<file path="config.mk">
export PLATFORM = sky130hd
export DESIGN_NAME = add_pipe_cla
export DESIGN_NICKNAME = d
export VERILOG_FILES = /design/src/rtl/add_pipe_cla_pkg.sv /design/src/rtl/cla4_group.sv /design/src/rtl/add_pipe_cla.sv
export SDC_FILE = /design/constraint.sdc
export NUM_CORES = 1
export LEC_CHECK = 0
export BUFFER_PORTS_ARGS = -buffer_cell sky130_fd_sc_hd__buf_2
export CAP_MARGIN = 25
export CORE_ASPECT_RATIO = 0.7
export CORE_MARGIN = 2
export CORE_UTILIZATION = 35
export CTS_CLUSTER_DIAMETER = 80
export CTS_CLUSTER_SIZE = 8
export DETAILED_ROUTE_END_ITERATION = 12
export HOLD_SLACK_MARGIN = 0.12
export PLACE_DENSITY = 0.5
export SLEW_MARGIN = 40
export SYNTH_ARGS = -nofsm -noshare
export SYNTH_HDL_FRONTEND = slang
export SYNTH_SLANG_ARGS = --single-unit
</file>
<file path="constraint.sdc">
create_clock -name clk -period 4.9 [get_ports clk]
set_clock_uncertainty 0.05 [all_clocks]
set_input_delay 0.49 -clock clk [delete_from_list [all_inputs] [get_ports clk]]
set_output_delay 0.49 -clock clk [all_outputs]
set_load 0.02 [all_outputs]
</file>
<file path="src/rtl/add_pipe_cla_pkg.sv">
// Shared definitions for the pipelined carry-lookahead adder/subtractor:
// group width, operation encoding and the 4-bit lookahead equations.
package add_pipe_cla_pkg;

  // Width of one lookahead group; every pipeline stage resolves one group.
  localparam int GROUP_W = 4;

  // Operation selected by the 'sub' input.
  typedef enum logic {
    OP_ADD = 1'b0,
    OP_SUB = 1'b1
  } op_e;

  // Bitwise generate/propagate terms of one group.
  typedef struct packed {
    logic [GROUP_W-1:0] g;
    logic [GROUP_W-1:0] p;
  } gp_t;

  // Generate/propagate for one group of operand bits.
  function automatic gp_t group_gp(input logic [GROUP_W-1:0] a,
                                   input logic [GROUP_W-1:0] b);
    gp_t r;
    r.g = a & b;
    r.p = a ^ b;
    return r;
  endfunction

  // Flattened lookahead: carries into bits 1..4 of the group from c0,
  // each one a two-level AND-OR of g/p rather than a ripple.
  function automatic logic [GROUP_W:1] lookahead(input gp_t gp, input logic c0);
    logic [GROUP_W:1] c;
    c[1] = gp.g[0] | (gp.p[0] & c0);
    c[2] = gp.g[1] | (gp.p[1] & gp.g[0]) | (gp.p[1] & gp.p[0] & c0);
    c[3] = gp.g[2] | (gp.p[2] & gp.g[1]) | (gp.p[2] & gp.p[1] & gp.g[0])
         | (gp.p[2] & gp.p[1] & gp.p[0] & c0);
    c[4] = gp.g[3] | (gp.p[3] & gp.g[2]) | (gp.p[3] & gp.p[2] & gp.g[1])
         | (gp.p[3] & gp.p[2] & gp.p[1] & gp.g[0])
         | (gp.p[3] & gp.p[2] & gp.p[1] & gp.p[0] & c0);
    return c;
  endfunction

endpackage

</file>
<file path="src/rtl/cla4_group.sv">
// Combinational 4-bit carry-lookahead group: sum slice, group carry-out and
// the carry into its top bit (needed for signed overflow at the MSB group).
module cla4_group
  import add_pipe_cla_pkg::*;
(
  input  logic [GROUP_W-1:0] a,
  input  logic [GROUP_W-1:0] b,
  input  logic               c_in,
  output logic [GROUP_W-1:0] s,
  output logic               c_out,
  output logic               c3
);

  gp_t              gp;
  logic [GROUP_W:1] c;

  assign gp    = group_gp(a, b);
  assign c     = lookahead(gp, c_in);
  assign s     = gp.p ^ {c[3:1], c_in};
  assign c_out = c[4];
  assign c3    = c[3];

endmodule

</file>
<file path="src/rtl/add_pipe_cla.sv">
// Pipelined carry-lookahead adder/subtractor. One 4-bit group per stage; the
// group carry is registered and consumed by the next stage one cycle later.
// Operand slices above the current group are skewed through per-stage shift
// registers, and finished sum slices travel forward with the beat so the whole
// result leaves the last stage together. The last stage register is the output
// register. WIDTH must be a multiple of 4 and at least 4.
module add_pipe_cla
  import add_pipe_cla_pkg::*;
#(
  parameter int WIDTH = 16
) (
  input  logic             clk,
  input  logic             rst_n,
  input  logic             in_valid,
  output logic             in_ready,
  input  logic [WIDTH-1:0] a,
  input  logic [WIDTH-1:0] b,
  input  logic             cin,
  input  logic             sub,
  output logic             out_valid,
  input  logic             out_ready,
  output logic [WIDTH-1:0] s,
  output logic             cout,
  output logic             ovf
);

  localparam int NG = WIDTH / GROUP_W;

  op_e              op;
  logic [WIDTH-1:0] b_eff;
  logic             c0;
  logic             adv;
  logic             acc;

  // Subtraction is a + ~b + 1; cin only matters when adding.
  assign op    = op_e'(sub);
  assign b_eff = (op == OP_SUB) ? ~b : b;
  assign c0    = (op == OP_SUB) ? 1'b1 : cin;

  // The whole pipe moves as one: it advances whenever the output slot is
  // empty or being drained, otherwise every stage holds.
  assign adv      = ~out_valid | out_ready;
  assign in_ready = adv;
  assign acc      = in_valid & adv;

  for (genvar k = 0; k < NG; k++) begin : stg
    logic                       vld_q;
    logic [GROUP_W*(k+1)-1:0]   sum_q;
    logic                       c_q;

    logic                       vld_d;
    logic [GROUP_W*(k+1)-1:0]   sum_d;
    logic [GROUP_W-1:0]         ga;
    logic [GROUP_W-1:0]         gb;
    logic [GROUP_W-1:0]         gs;
    logic                       gc_in;
    logic                       gc_out;
    logic                       gc3;

    if (k == 0) begin : g_first
      // First group works straight off the accepted operands.
      assign ga    = a[GROUP_W-1:0];
      assign gb    = b_eff[GROUP_W-1:0];
      assign gc_in = c0;
      assign vld_d = acc;
      assign sum_d = gs;
    end else begin : g_next
      // Later groups take their skewed slice and the previous stage's carry,
      // and append their slice above the sum bits already resolved.
      assign ga    = stg[k-1].g_skew.opa_q[GROUP_W-1:0];
      assign gb    = stg[k-1].g_skew.opb_q[GROUP_W-1:0];
      assign gc_in = stg[k-1].c_q;
      assign vld_d = stg[k-1].vld_q;
      assign sum_d = {gs, stg[k-1].sum_q};
    end

    cla4_group u_grp (
      .a    (ga),
      .b    (gb),
      .c_in (gc_in),
      .s    (gs),
      .c_out(gc_out),
      .c3   (gc3)
    );

    // Stage register: valid, resolved sum bits and the group carry.
    // NOTE: sequential state uses non-blocking assignments so every stage
    // samples its predecessor's pre-edge value and the pipe shifts cleanly.
    // NOTE: data registers are reset as well as valids, so s/cout/ovf are
    // never X after reset even though invalid data is don't-care.
    always_ff @(posedge clk or negedge rst_n) begin
      if (!rst_n) begin
        vld_q <= 1'b0;
        sum_q <= '0;
        c_q   <= 1'b0;
      end else if (adv) begin
        vld_q <= vld_d;
        sum_q <= sum_d;
        c_q   <= gc_out;
      end
    end

    if (k < NG - 1) begin : g_skew
      // Operand slices not yet consumed, lowest pending slice at bit 0.
      logic [WIDTH-GROUP_W*(k+1)-1:0] opa_q;
      logic [WIDTH-GROUP_W*(k+1)-1:0] opb_q;
      logic [WIDTH-GROUP_W*(k+1)-1:0] opa_d;
      logic [WIDTH-GROUP_W*(k+1)-1:0] opb_d;
      logic                           unused_c3;

      if (k == 0) begin : g_src_in
        assign opa_d = a[WIDTH-1:GROUP_W];
        assign opb_d = b_eff[WIDTH-1:GROUP_W];
      end else begin : g_src_prev
        assign opa_d = stg[k-1].g_skew.opa_q[WIDTH-GROUP_W*k-1:GROUP_W];
        assign opb_d = stg[k-1].g_skew.opb_q[WIDTH-GROUP_W*k-1:GROUP_W];
      end

      // Only the MSB group's internal carry feeds overflow.
      assign unused_c3 = gc3;

      // Skew register: upper operand slices wait here for their group.
      always_ff @(posedge clk or negedge rst_n) begin
        if (!rst_n) begin
          opa_q <= '0;
          opb_q <= '0;
        end else if (adv) begin
          opa_q <= opa_d;
          opb_q <= opb_d;
        end
      end
    end else begin : g_last
      logic ovf_q;

      // Signed overflow: carry into the MSB differs from carry out of it.
      always_ff @(posedge clk or negedge rst_n) begin
        if (!rst_n) begin
          ovf_q <= 1'b0;
        end else if (adv) begin
          ovf_q <= gc_out ^ gc3;
        end
      end
    end
  end

  assign out_valid = stg[NG-1].vld_q;
  assign s         = stg[NG-1].sum_q;
  assign cout      = stg[NG-1].c_q;
  assign ovf       = stg[NG-1].g_last.ovf_q;

endmodule

</file>
==> results_dict.tcl, run 1 <==
set metrics [dict create \
    intPower_mw 2.156 \
    ant_nets 0 \
    ys_seq_area_frac 0.5568 \
    clk_path_buf_depth 2 \
    drc 0 \
    grt_pass1_vias 3024 \
    dp_hpwl_um 5803 \
    synth_area_mm2 0.004359 \
    ios 58 \
    drtPass1Iterations 4 \
    p_leak_nw 2.591 \
    grtUsageTotal 0.1431 \
    yosysTopAreaCell "dfrtp_1" \
    ctsResizeCount 0 \
    synthTopCellsByArea "dfrtp_1, nand2_1, ha_1" \
    fin_nets 571 \
    routedWlPerCell_um 12.87 \
    min_path_type "in2reg" \
    cts_root_buf "clkbuf_16" \
    fp.coreArea_mm2 0.01229 \
    via_per_inst 4.525 \
    gp_congestion 0.7512 \
    synth_seq_cells 97 \
    arrival_ps 1440 \
    dieArea_mm2 0.01338 \
    layout_commonest_cell "nand2_1" \
    maxSlewViolCount 0 \
    cp-end-kind "output pin" \
    worst_pin_slew_ps 747.5 \
    period_share 0.4049 \
    pwr-share-seq 0.408 \
    vdd_drop_max_v 0.0002158 \
    path_clk_slew_ps 70 \
    n_fill_cell 1278 \
    critPathSlowestCell "dfrtp_1" \
    critPathBufInv 2 \
    chipWidth_um 137.4 \
    rows 34 \
    crit_type "reg2out" \
    start_util 0.3546 \
    drive_gt1_frac 0.1550 \
    vias 3068 \
    critPathLaunchType "register" \
    p_clk_frac 0.252 \
    crit_fanout 28 \
    whs_ps 292.8 \
    outcome "finished, final reports clean" \
    cts_setup_buffers 0 \
    wl_um 8724 \
    n_antenna_cell 0 \
    setup_viol 0 \
    fmax_ghz 0.5040 \
    antenna_found_initial 0 \
    slew-limit-headroom 0.5017 \
    grt_pass1_wl_um 14960 \
    avgSynthCellArea_um2 9.435 \
    cts_htree_levels 3 \
    yosysWarnings 0 \
    yosys.area.top_type_share 0.5568 \
    grt_max_degree 110 \
    power.share.switching 0.3585 \
    dieHeight_um 97.37 \
    critical_path.max_stage_delay_ps 370 \
    most-common-layout-cells "nand2_1, dfrtp_1, buf_2" \
    power_density_mw_per_mm2 661.0 \
    io_buffers 57 \
    cp_data_required_time_ps 4360 \
    numCtsBuffers 9 \
    finalHoldViolCount 0 \
    syn_nets 522 \
    worstSkewPairLatency_ps 340 \
    period_needed_ps 1984 \
    p_comb_frac 0.340 \
    clock_sinks 97 \
    synth_cell_type_count 26 \
    syn-instance-count 462 \
    crit_family "buffers and inverters" \
    p_sw_mw 1.205 \
    drt-initial-drc-count 124 \
    rsz0062_at_grt "false" \
    crit_chain "nor2b_4 -> inv_2 -> buf_2" \
    area_growth_pct 16.62 \
    drv_cap 0 \
    cts_tree "yes" \
    gr-total-overflow 0 \
    fin_setup_tns_ps 0 \
]
## metal layers
metal / wire length, um / vias up / track usage
met1: 4638 / 1433 / 0.2120
met5: 0 / - / 0
met3: 367 / 8 / 0.04382
li1: - / 1565 / -
met2: 3656 / 62 / 0.2032
met4: 62 / 0 / 0.03569
## state kept, by name, indices dropped and copies added (netlist names)
| name | count |
|---|---|
| cout | 1 |
| stg.vld_q | 3 |
| stg.c_q | 3 |
| s | 16 |
| out_valid | 1 |
| stg.g_skew.opa_q | 24 |
| stg.sum_q | 24 |
| stg.g_skew.opb_q | 24 |
| ovf | 1 |
## power by group through the flow
stage	clock network [mW]	logic, mW	registers, mW
final	0.846	1.14	1.37
after global routing	0.903	1.33	1.42
after CTS	0.869	1.17	1.38
after detailed placement	0	1.16	1.39
after global placement	0	1.13	1.37
after floorplan	0	0.801	1.43
## area by class of cell
cell class,instances,area [um^2],area share
multi-input cells,339,1755,0.3453
clock buffers,10,229.0,0.04504
repair buffers,61,327.8,0.06448
flip-flops and latches,97,2427,0.4775
clock inverters,6,130.1,0.02560
inverters,3,11.26,0.002215
well taps,162,202.7,0.03987
## cells by family after synthesis
logic type	count (synthesis)	synth area share
AOI/OAI and AO/OA	57	0.07549
xor gates and xnor gates	25	0.05023
adders and majority gates	22	0.07004
buffers and inverters	26	0.04162
muxes	1	0.002296
and+or+nand+nor	234	0.2035
DFF	97	0.5568
## synth_stat cells
cell type  instances
o211ai_1           1
o21bai_2           1
a21o_1             3
nor2_1             9
inv_1              2
a21oi_1           13
a211oi_1           6
nand2b_1           1
buf_4              2
buf_2              7
nor2b_2            1
ha_1              18
xor2_1             5
o21ai_2            2
xnor2_1           20
buf_6              9
nand2_1          222
fa_1               4
o21bai_1           2
dfrtp_1           97
nor3_1             1
inv_2              1
mux2i_1            1
clkbuf_1           5
o21ai_0           25
o21ai_1            4
## worst min-delay path, stage by stage
cell and delay (ps):
buf_2 80, nand2_1 40, nand2_1 50
## worst paths after layout
path | cells after the start | from | slack (ps) | end
worst max-delay path | 3 | out_valid$_DFFE_PN0N_ | 2920 | in_ready
worst min-delay path | 3 | a[6] | 290 | stg[0].g_skew.opa_q[2]$_DFFE_PN0N_
worst max register to register | 5 | out_valid$_DFFE_PN0N_ | 2990 | stg[2].sum_q[10]$_DFFE_PN0N_
worst min register to register | 2 | s[7]$_DFFE_PN0N_ | 410 | s[7]$_DFFE_PN0N_
max in group asynchronous | 3 | rst_n | 3230 | stg[0].vld_q$_DFFE_PN0N_
min in group asynchronous | 2 | rst_n | 650 | s[8]$_DFFE_PN0N_
## per-stage QoR
step | instances | worst slack [ps] | utilization | total power, mW | instance area (um^2)
6_report | 678 | 2916 | 0.4135 | 3.360 | 5084
5_1_grt | 678 | 2726 | 0.4135 | 3.655 | 5084
4_1_cts | 677 | 2878 | 0.4124 | 3.414 | 5070
3_5_place_dp | 661 | 2654 | 0.3832 | 2.554 | 4711
3_3_place_gp | 661 | 2718 | 0.3829 | 2.507 | 4707
2_1_floorplan | 462 | 2987 | - | 2.230 | 4359
## what timing repair did
action	CTS	global route
hold endpoints to repair	0	7
setup endpoints to repair	0	0
hold buffers	0	1
(Power assumes the default switching activity.)
==> inputs of run 2 (changes only) <==
Settings changed: ABC_AREA set to 1.
Clock period 4.9 ns to 1.9 ns, I/O delays scaled along.
==> run 2 against run 1 <==
Area after synthesis rose by 2.5%. Count of clock-buffer cells in the layout fell by 1. Flip-flop and latch count did not move. Via count rose by 8.2%. Critical path type unchanged. Synthesized cell count rose by 8.9%. Largest power group unchanged. Register-to-register slack got worse by 2600 ps. Die area rose by 2.4%. Highest routed layer unchanged.
==> results_dict.tcl, run 2 <==
set metrics [dict create \
    layoutNonFillerInstCount 750 \
    vias 3320 \
    yosysWarnings 0 \
    multi_input_area_mm2 0.001792 \
    synth_edf_count 0 \
    finalHoldViolCount 0 \
    grt_pass1_wl_um 15460 \
    critPathBufInv 3 \
    period_needed_ps 1547 \
    crit_family "buffers and inverters" \
    clock_sinks 97 \
    power_density_mw_per_mm2 1614 \
    fin_setup_tns_ps 0 \
    wl_um 8661 \
    drv_cap 0 \
    yosys.area.top_type_share 0.5433 \
    avgSynthCellArea_um2 8.883 \
    via_per_inst 4.427 \
    synth_area_mm2 0.004468 \
    clk_path_buf_depth 2 \
    rsz0062_at_grt "false" \
    antenna_found_initial 0 \
    power_mw 9.018 \
    fin_nets 643 \
    outcome "finished, final reports clean" \
    n_antenna_cell 0 \
    yosysMostFrequentCell "nand2_1" \
    arrival_ps 1310 \
    ant_nets 0 \
    cts_tree "yes" \
    numCtsBuffers 9 \
    crit_chain "inv_1 -> nor2_4 -> inv_2 -> buf_2" \
    critPathSlowestCell "dfrtp_1" \
    synth_ff_type "dfrtp_1" \
    post-place-ws_ps 210.4 \
    setup_ws_ps 353.2 \
    dieHeight_um 98.53 \
    cts_htree_levels 3 \
    cp-end-kind "output pin" \
    syn-instance-count 503 \
    io_buffers 57 \
    critPathLaunchType "register" \
    vdd_drop_max_v 0.0005057 \
    period_share 0.8141 \
    path_clk_slew_ps 70 \
    crit_fanout 13 \
    cts_root_buf "clkbuf_16" \
    chipWidth_um 139.0 \
    crit_type "reg2out" \
    rows 34 \
    grt_pass1_vias 3284 \
    cts_setup_buffers 0 \
    worstSkewPairLatency_ps 340 \
    n_fill_cell 1257 \
    ctsResizeCount 0 \
    utilization 0.4496 \
    whs_ps 229.3 \
    cp_data_required_time_ps 1660 \
    layout_commonest_cell "nand2_1" \
    synthTopCellsByArea "dfrtp_1, nand2_1, ha_1" \
    maxSlewViolCount 0 \
    gr-total-overflow 0 \
    critical_path.max_stage_delay_ps 370 \
    grtUsageTotal 0.1385 \
    reg.largest.list "stg.g_skew.opa_q (24), stg.g_skew.opb_q (24), stg.sum_q (24)" \
    worst_pin_slew_ps 444.1 \
    p_leak_nw 2.883 \
    drtPass1Iterations 4 \
    setup_viol 0 \
    dieArea_mm2 0.01370 \
    most-common-layout-cells "nand2_1, dfrtp_1, buf_2" \
    fmax_ghz 0.6465 \
    cp.depth 4 \
    ys_seq_area_frac 0.5433 \
    finalInstanceArea_mm2 0.005585 \
    drive_gt1_frac 0.1446 \
    ios 58 \
    synth_cell_type_count 25 \
    area_growth_pct 25.01 \
    min_path_type "in2reg" \
    register_area_mm2 0.002427 \
    grt_max_degree 72 \
    syn_nets 563 \
    dp.cells 708 \
    fp.coreArea_mm2 0.01242 \
    start_util 0.3597 \
    slew-limit-headroom 0.7039 \
    whs_path_depth 4 \
    placed_area_mm2 0.004933 \
    routedWlPerCell_um 11.55 \
    dp_hpwl_um 5910 \
    rr_worst_depth 6 \
    yosysTopAreaCell "dfrtp_1" \
    synth_seq_cells 97 \
    drt-initial-drc-count 147 \
    drc 0 \
    async_reset_ff_frac 1.000 \
    gp_congestion 0.8025 \
    netlist_top_cells_count "nand2_1, dfrtp_1, o21ai_0, inv_1, ha_1" \
]
==> run 2: cells by family (layout without fill, tap and decap cells) <==
group	after synthesis	count (layout)	share of synthesized area
and+or+nand+nor	264	264	0.2341
DFF	97	97	0.5433
AOI/OAI and AO/OA	50	50	0.05741
buffers and inverters	49	134	0.05572
adders and majority gates	22	22	0.06833
xor gates and xnor gates	21	21	0.04116
==> run 2: worst paths after layout <==
kind	startpoint	endpoint	slack [ps]
worst max-delay path	out_valid$_DFFE_PN0N_	in_ready	350
max in group asynchronous	rst_n	stg[0].g_skew.opa_q[3]$_DFFE_PN0N_	980
min in group asynchronous	rst_n	stg[2].c_q$_DFFE_PN0N_	280
worst min-delay path	a[3]	stg[0].c_q$_DFFE_PN0N_	230
worst max register to register	stg[2].g_skew.opa_q[1]$_DFFE_PN0N_	ovf$_DFFE_PN0N_	370
worst min register to register	stg[2].vld_q$_DFFE_PN0N_	out_valid$_DFFE_PN0N_	420
==> run 2: layout make-up <==
cell class	count	area share
Sequential cell	97	0.4346
Multi-Input combinational cell	357	0.3208
Timing Repair Buffer	91	0.1201
Clock buffer	9	0.04032
Tap cell	162	0.03629
Clock inverter	7	0.02979
Inverter	27	0.01815
==> run 2: layer usage <==
layer,global-route usage,wire length (um),vias up
met1,0.1995,4712,1522
met4,0.03730,73,0
met2,0.2042,3488,54
met5,0,0,-
li1,-,-,1738
met3,0.04179,387,6
==> run 2: repair_timing <==
action,in CTS,in global routing
hold buffers,26,0
setup endpoints to repair,0,0
endpoints found under the hold margin,55,0
==> run 2: power by group <==
part	leakage (nW)	switching [mW]	total [mW]	internal (mW)
clock network	0.186	0.773	2.33	1.55
logic	1.52	1.93	3.20	1.26
registers	1.17	0.504	3.49	2.99
==> run 2: worst register-to-register path: cells and delay by family (launching register included) <==
family / cells / cell delay, ps
adders and majority gates: 1 / 360
DFF: 1 / 390
and+or+nand+nor: 5 / 640
